`src/rtl/gate_arbiter.sv`:
```
// Parking gate arbiter: queues entry/exit requests, grants one at a time and holds the gate open.
// Optional served_count statistics output enabled by defining GATE_ARBITER_STATS_EN.
module gate_arbiter #(
  parameter int unsigned OPEN_TICKS = 3
) (
  input  logic       clk,
  input  logic       reset,
  input  logic       tick_1Hz,
  input  logic       entry_req,
  input  logic       exit_req,
  input  logic [1:0] exit_slot,
  output logic [3:0] spots,
  output logic [2:0] alloc_slot,
  output logic       gate_open,
  output logic       entry_grant,
  output logic       exit_grant,
  output logic       reject,
  output logic       full,
`ifdef GATE_ARBITER_STATS_EN
  output logic       busy,
  output logic [7:0] served_count
`else
  output logic       busy
`endif
);

  typedef enum logic [1:0] {StIdle, StOpen, StClose} state_e;

  localparam logic [3:0] OpenTicks = 4'(OPEN_TICKS);

  state_e     state_q, state_d;
  logic [3:0] spots_q, spots_d;
  logic [2:0] alloc_q, alloc_d;
  logic       entry_pend_q, entry_pend_d;
  logic       exit_pend_q, exit_pend_d;
  logic [1:0] slot_q, slot_d;
  logic [3:0] tick_cnt_q, tick_cnt_d;
  logic       entry_grant_q, entry_grant_d;
  logic       exit_grant_q, exit_grant_d;
  logic       reject_q, reject_d;
  logic       last_entry_q, last_entry_d;
  logic       entry_clr, exit_clr;
  logic [1:0] free_idx;

  assign full = (spots_q == 4'b1111);

  always_comb begin
    free_idx = 2'd0;
    for (int i = 3; i >= 0; i--) begin
      if (!spots_q[i]) free_idx = 2'(i);
    end
  end

  always_comb begin
    state_d       = state_q;
    spots_d       = spots_q;
    alloc_d       = alloc_q;
    tick_cnt_d    = tick_cnt_q;
    last_entry_d  = last_entry_q;
    entry_grant_d = 1'b0;
    exit_grant_d  = 1'b0;
    reject_d      = 1'b0;
    entry_clr     = 1'b0;
    exit_clr      = 1'b0;

    unique case (state_q)
      StIdle: begin
        // Tie goes to the type not served last.
        if (entry_pend_q && (!exit_pend_q || !last_entry_q)) begin
          entry_clr    = 1'b1;
          last_entry_d = 1'b1;
          if (!full) begin
            spots_d[free_idx] = 1'b1;
            alloc_d           = {1'b0, free_idx} + 3'd1;
            entry_grant_d     = 1'b1;
            tick_cnt_d        = 4'd0;
            state_d           = StOpen;
          end else begin
            reject_d = 1'b1;
          end
        end else if (exit_pend_q) begin
          exit_clr     = 1'b1;
          last_entry_d = 1'b0;
          if (spots_q[slot_q]) begin
            spots_d[slot_q] = 1'b0;
            exit_grant_d    = 1'b1;
            tick_cnt_d      = 4'd0;
            state_d         = StOpen;
          end else begin
            reject_d = 1'b1;
          end
        end
      end
      StOpen: begin
        if (tick_1Hz) begin
          tick_cnt_d = tick_cnt_q + 4'd1;
          if (tick_cnt_d == OpenTicks) state_d = StClose;
        end
      end
      StClose: state_d = StIdle;
      default: state_d = StIdle;
    endcase

    entry_pend_d = (entry_pend_q && !entry_clr) || entry_req;
    // A held exit keeps its first slot unless it is being consumed this cycle.
    if (exit_req && (!exit_pend_q || exit_clr)) begin
      exit_pend_d = 1'b1;
      slot_d      = exit_slot;
    end else begin
      exit_pend_d = exit_pend_q && !exit_clr;
      slot_d      = slot_q;
    end
  end

  always_ff @(posedge clk) begin
    if (!reset) begin
      state_q       <= StIdle;
      spots_q       <= 4'd0;
      alloc_q       <= 3'd0;
      entry_pend_q  <= 1'b0;
      exit_pend_q   <= 1'b0;
      slot_q        <= 2'd0;
      tick_cnt_q    <= 4'd0;
      entry_grant_q <= 1'b0;
      exit_grant_q  <= 1'b0;
      reject_q      <= 1'b0;
      last_entry_q  <= 1'b0;
    end else begin
      state_q       <= state_d;
      spots_q       <= spots_d;
      alloc_q       <= alloc_d;
      entry_pend_q  <= entry_pend_d;
      exit_pend_q   <= exit_pend_d;
      slot_q        <= slot_d;
      tick_cnt_q    <= tick_cnt_d;
      entry_grant_q <= entry_grant_d;
      exit_grant_q  <= exit_grant_d;
      reject_q      <= reject_d;
      last_entry_q  <= last_entry_d;
    end
  end

`ifdef GATE_ARBITER_STATS_EN
  logic [7:0] served_q, served_d;

  always_comb begin
    served_d = served_q;
    if ((entry_grant_d || exit_grant_d) && (served_q != 8'hFF)) served_d = served_q + 8'd1;
  end

  always_ff @(posedge clk) begin
    if (!reset) served_q <= 8'd0;
    else        served_q <= served_d;
  end

  assign served_count = served_q;
`endif

  assign spots       = spots_q;
  assign alloc_slot  = alloc_q;
  assign gate_open   = (state_q == StOpen);
  assign busy        = (state_q != StIdle);
  assign entry_grant = entry_grant_q;
  assign exit_grant  = exit_grant_q;
  assign reject      = reject_q;

endmodule

```
`config.mk`:
```
export PLATFORM = sky130hd
export DESIGN_NAME = gate_arbiter
export DESIGN_NICKNAME = d
export VERILOG_FILES = /design/src/rtl/gate_arbiter.sv
export SDC_FILE = /design/constraint.sdc
export NUM_CORES = 1
export LEC_CHECK = 0
export BUFFER_PORTS_ARGS = -buffer_cell sky130_fd_sc_hd__buf_2
export CAP_MARGIN = 25
export CORE_MARGIN = 2
export CORE_UTILIZATION = 24
export DETAILED_ROUTE_END_ITERATION = 10
export PLACE_DENSITY = 0.5
export SYNTH_ARGS = -nofsm -noshare
export SYNTH_HDL_FRONTEND = slang
export SYNTH_SLANG_ARGS = --single-unit
```
`constraint.sdc`:
```
create_clock -name clk -period 3.8 [get_ports clk]
set_input_delay 0.76 -clock clk [delete_from_list [all_inputs] [get_ports clk]]
set_output_delay 0.76 -clock clk [all_outputs]
set_load 0.02 [all_outputs]
```
---- Yosys cells after proc, flatten, opt, wreduce, memory -nomap -nowiden ----
Cells that the tools add are included.
word-level totals
  flip-flop bits (word level) ............. 21
  bits of input ports ..................... 7
  output and inout bits ................... 13
  logic and storage cells ................. 100
operators by class
  add/sub/neg operators ................... 2
  $lt $le $gt $ge ......................... 4
  eq/ne operators ......................... 9
  multiplexer cells ....................... 41
  bitwise operators ....................... 7
  reductions and logical operators ........ 26
operator list
  operator                                                                              number
  4-bit 2-to-1 mux                                                                      9
  2-bit 2-to-1 mux                                                                      10
  1-bit 2-to-1 mux                                                                      17
  5-bit AND reduction                                                                   2
  3-bit inequality test (second input constant)                                         3
  4-bit case mux with 2 select lines                                                    1
  2-bit nonzero test                                                                    4
  1-bit logical AND                                                                     6
  2-bit by 3-bit < comparator with 1-bit output (second input constant)                 2
  3-bit AND reduction                                                                   2
  4-bit by 1-bit adder with 4-bit output (second input constant)                        1
  4-bit AND                                                                             1
  1-bit demux with 2-bit select                                                         2
  4-bit by 2-bit == test with 1-bit output (second input constant)                      1
  4-bit == test (second input constant)                                                 1
  2-bit by 1-bit greater-or-equal comparator with 1-bit output (second input constant)  2
  1-bit logical NOT                                                                     4
  2-bit inequality test (second input constant)                                         2
  1-bit NOT                                                                             4
  4-bit NOT                                                                             1
  4-bit OR                                                                              1
  2-bit case mux with 2 select lines                                                    1
  2-bit AND reduction                                                                   2
  4-bit AND reduction                                                                   1
  7 further kinds                                                                       9

---- Depth between registers and ports, before layout ----
  depth after elaboration ................. 11
  mapped depth ............................ 7
  depth with buffers taken out ............ 7

---- Worst setup path before layout ----
Ideal clock, no wire load.
  path type ............................... flip-flop to output port
  start ................................... reg spots_q[0], in the netlist spots[0]
  end ..................................... out full
  arrival time ............................ 0.882 ns
  data required time ...................... 3.040 ns
  setup slack ............................. 2.158 ns
  cell stages (with the launch flop) ...... 3
  buffers on the path ..................... 0
  cell sequence ........................... dfxtp_1 nand4_1 inv_1
between the ends
  cells in the longest elaborated chain, start to end .. 1
RTL lines
  what                    RTL line  RTL
  start, declared         32        logic [3:0] spots_q, spots_d;
  start signal, assigned  130       spots_q <= spots_d;
  4-bit == test           45        assign full = (spots_q == 4'b1111);
  end, declared           18        output logic full,
No other way between the ends.

---- Worst setup path after layout ----
  start ................................... reg state_q[1]
  end ..................................... out busy
between the ends
  cells in the longest elaborated chain, start to end .. 1
RTL lines
  what                    RTL line  RTL
  start, declared         31        state_e state_q, state_d;
  start signal, assigned  117       state_q <= StIdle;
  start signal, assigned  129       state_q <= state_d;
  2-bit nonzero test      162       assign busy = (state_q != StIdle);
  end, declared           23        output logic busy
No other way between the ends.

==> flow_summary_export.csv <==
group,metric,value,unit
grt,first_global_vias,787,
logic_synthesis,ys_ff_latch,21,
drt,wl_met3,94,microns
logic_synthesis,ys.flop_type,"dfxtp_1",
placement,dp.cells,188,
logic_synthesis,synth_area_leaders,"dfxtp_1, a21oi_1, nor2_1",
drt,num_vias,893,
logic_synthesis,synth.top_cells.by_count,"dfxtp_1, nor2_1, a21oi_1",
pwr,power,0.4662,mW
logic_synthesis,synthDistinctLibCells,26,
pwr,power_density,390.9,mW/mm^2
worst_setup_path,crit_start,"state_q[1]$_SDFFE_PN0P_",
placement,hpwl,1716,microns
worst_setup_path,cp_num_buf_inv,2,
cts,cts_buffers,3,
pwr,clock_power_share,31.0,%
logic_synthesis,avgSynthCellArea,8.268,sq um
sta,holdWs,0.4998,ns
cts,clk-insertion-delay-late,0.26,ns
sta,clock_skew,0.001337,ns
logic_synthesis,mappedNetlistArea,992.2,sq um
logic_synthesis,syn_nets,131,
grt,grt_pass1_wl,3553,microns
grt,grt_max_degree,17,
worst_setup_path,cp_slowest_stage_delay,0.39,ns
pwr,power_switching_share,28.65,%
floorplan,num_rows,23,
worst_setup_path,critPathKind,"flop to output pin",
logic_synthesis,synth_top_area_share,42.37,%
finish,syn2layout_area_growth,20.18,%
finish,n_antenna_cell,0,
pwr,leakage,0.5098,nW
logic_synthesis,ys_seq_area_share,42.37,%
finish,final-instance-count-excl-fill,192,
run,cap_violations,0,
worst_setup_path,cp_cell_sequence,"nor2_1, inv_1, buf_2",
sta,setup_viol,0,
cts,post_cts_buffers,0,
drt,drt-pass1-iter-count,4,
cts,cts.path.max_buffers,2,
drt,wl_per_cell,11.63,microns
hold_path,holdCritPathClass,"flop to flop",
floorplan,die_h,68.30,microns
pwr,ir_drop,0.1215,mV
drt,drcViolationCount,0,
logic_synthesis,yosys_warnings,0,
placement,dpl_cell_area,0.001146,sq mm
sta,rsz0062_at_grt,"no",
drt,wl_met1,1090,microns
cts,root_buffer,"clkbuf_8",
floorplan,die_area,0.004664,sq mm
worst_setup_path,critical_path_required,3.04,ns
finish,stdcell_area,0.001192,sq mm
cts,cts_tree,"built",
floorplan,start_util,24.80,%
grt,grt_antenna_before_repair,0,
floorplan,fp.coreArea,0.004000,sq mm
logic_synthesis,postSynth.asyncResetShare,0,%
grt,grt_use_total,10.19,%
worst_setup_path,crit_family,"flip-flops",
drt,viasPerCell,4.651,
drt,dr.first_iter.drc_count,21,
drt,highest_layer,"met4",
worst_setup_path,path_max_fanout,8,
sta,setup_tns,0,ns
placement,io_buffers,19,
floorplan,io_pins,20,
finish,final_nets,154,
logic_synthesis,synthCells,120,
cts,htree_levels,1,
logic_synthesis,yosysTopAreaCell,"dfxtp_1",
worst_setup_path,cpMaxStageDelayCell,"dfxtp_1",
sta,relSlewSlack,65.65,%
hold_path,worstHoldStart,"alloc_slot[2]$_SDFFE_PN0P_",
cts,clock_sinks,21,
pwr,p_seq_share,52.8,%
pwr,comb_power_share,16.2,%
floorplan,die_w,68.30,microns
finish,layout-drive-gt1-share,17.61,%
sta,maxSlewViolCount,0,
placement,gp_congestion,0.8028,
drt,ant_nets,0,
worst_setup_path,cp.arrival,1.38,ns
cts,cts.clk_slew.worst_paths,0.08,ns
logic_synthesis,synth_edf_count,0,
grt,grt.overflow.total,0,
logic_synthesis,synth.most_common_cell,"dfxtp_1",
cts,hold_buffers,0,
sta,tightest_slew,0.5147,ns
pwr,p_sw,0.1335,mW
sta,min_period,2.138,ns
pwr,p_int,0.3326,mW
drt,drt_wl_total,2233,microns
cts,ctsResizeCount,0,
sta,fin_crit_sh,56.27,%
sta,fmax,467.6,MHz
worst_setup_path,timing.rr.start,"slot_q[0]$_SDFFE_PN0P_",
worst_setup_path,critPathLaunchType,"flop",
worst_setup_path,endpoint_kind,"output pin",
sta,hold_violations,0,
drt,met2_wirelength,1005,microns
run_status,outcome,"finished clean",
[cells in the final DEF (no fill, tap or decap), drive strengths merged, types with 2 or more instances in the layout]
cell and count:
o21ai 7, nand2b 2, and3 2, inv 7
buf 19, a21boi 4, nor3b 3, ha 4
nand2 12, and2 2, nor2 17, clkbuf 3
dfxtp 21, a21oi 14, nor3 7, nand4 3
o22ai 2, mux2i 4
[sequential cells by signal, indices dropped and copies added, names as in the netlist]
signal / flops
spots: 4
tick_cnt_q: 4
alloc_slot: 3
slot_q: 2
state_q: 2
entry_grant: 1
entry_pend_q: 1
exit_grant: 1
exit_pend_q: 1
last_entry_q: 1
reject: 1
[logic make-up after synthesis]
group	count (synthesis)	synth area share, %
adders and majority gates	4	5.044
and+or+nand+nor	50	23.83
DFF	21	42.37
AOI/OAI and AO/OA	32	19.42
buffers and inverters	8	3.027
muxes	5	6.305
[power groups by stage]
stage	Sequential (mW)	Combinational, mW	Clock (mW)
final	0.246	0.0754	0.145
after global routing	0.248	0.0849	0.159
after CTS	0.246	0.0758	0.151
after detailed placement	0.251	0.0756	0
after global placement	0.251	0.0751	0
after floorplan	0.253	0.0480	0
[worst min-delay path, cell delays in order (launching register included)]
cell and delay [ns]:
dfxtp_1 0.33, mux2i_1 0.06, nor2_1 0.08
[per-layer routing]
metal | up-vias | global-route usage, %
li1 | 470 | -
met1 | 398 | 13.56
met2 | 19 | 15.29
met3 | 6 | 2.961
met4 | 0 | 4.250
met5 | - | 0
[area by class of cell]
type / instances / area (sq um)
fillers: 412 / 2808
flip-flops and latches: 21 / 420.4
clock buffers: 3 / 41.29
multi-input cells: 91 / 541.8
repair buffers: 19 / 95.09
clock inverters: 1 / 5.005
inverters: 7 / 26.28
well taps: 50 / 62.56
[final timing paths]
kind	endpoint	slack [ns]	cells past startpoint
worst max-delay path	busy	1.66	3
worst min-delay path	alloc_slot[2]$_SDFFE_PN0P_	0.50	2
worst max register to register	spots[1]$_SDFFE_PN0P_	1.98	4
worst min register to register	alloc_slot[2]$_SDFFE_PN0P_	0.50	2
[per-stage QoR]
step           util (%)  setup slack (ns)
6_report          29.81             1.662
5_1_grt           29.81             1.536
4_1_cts           29.81             1.647
3_5_place_dp      28.65             1.939
3_3_place_gp      28.65             1.952
2_1_floorplan         -             2.158
Power figures use the tool's default switching activity.
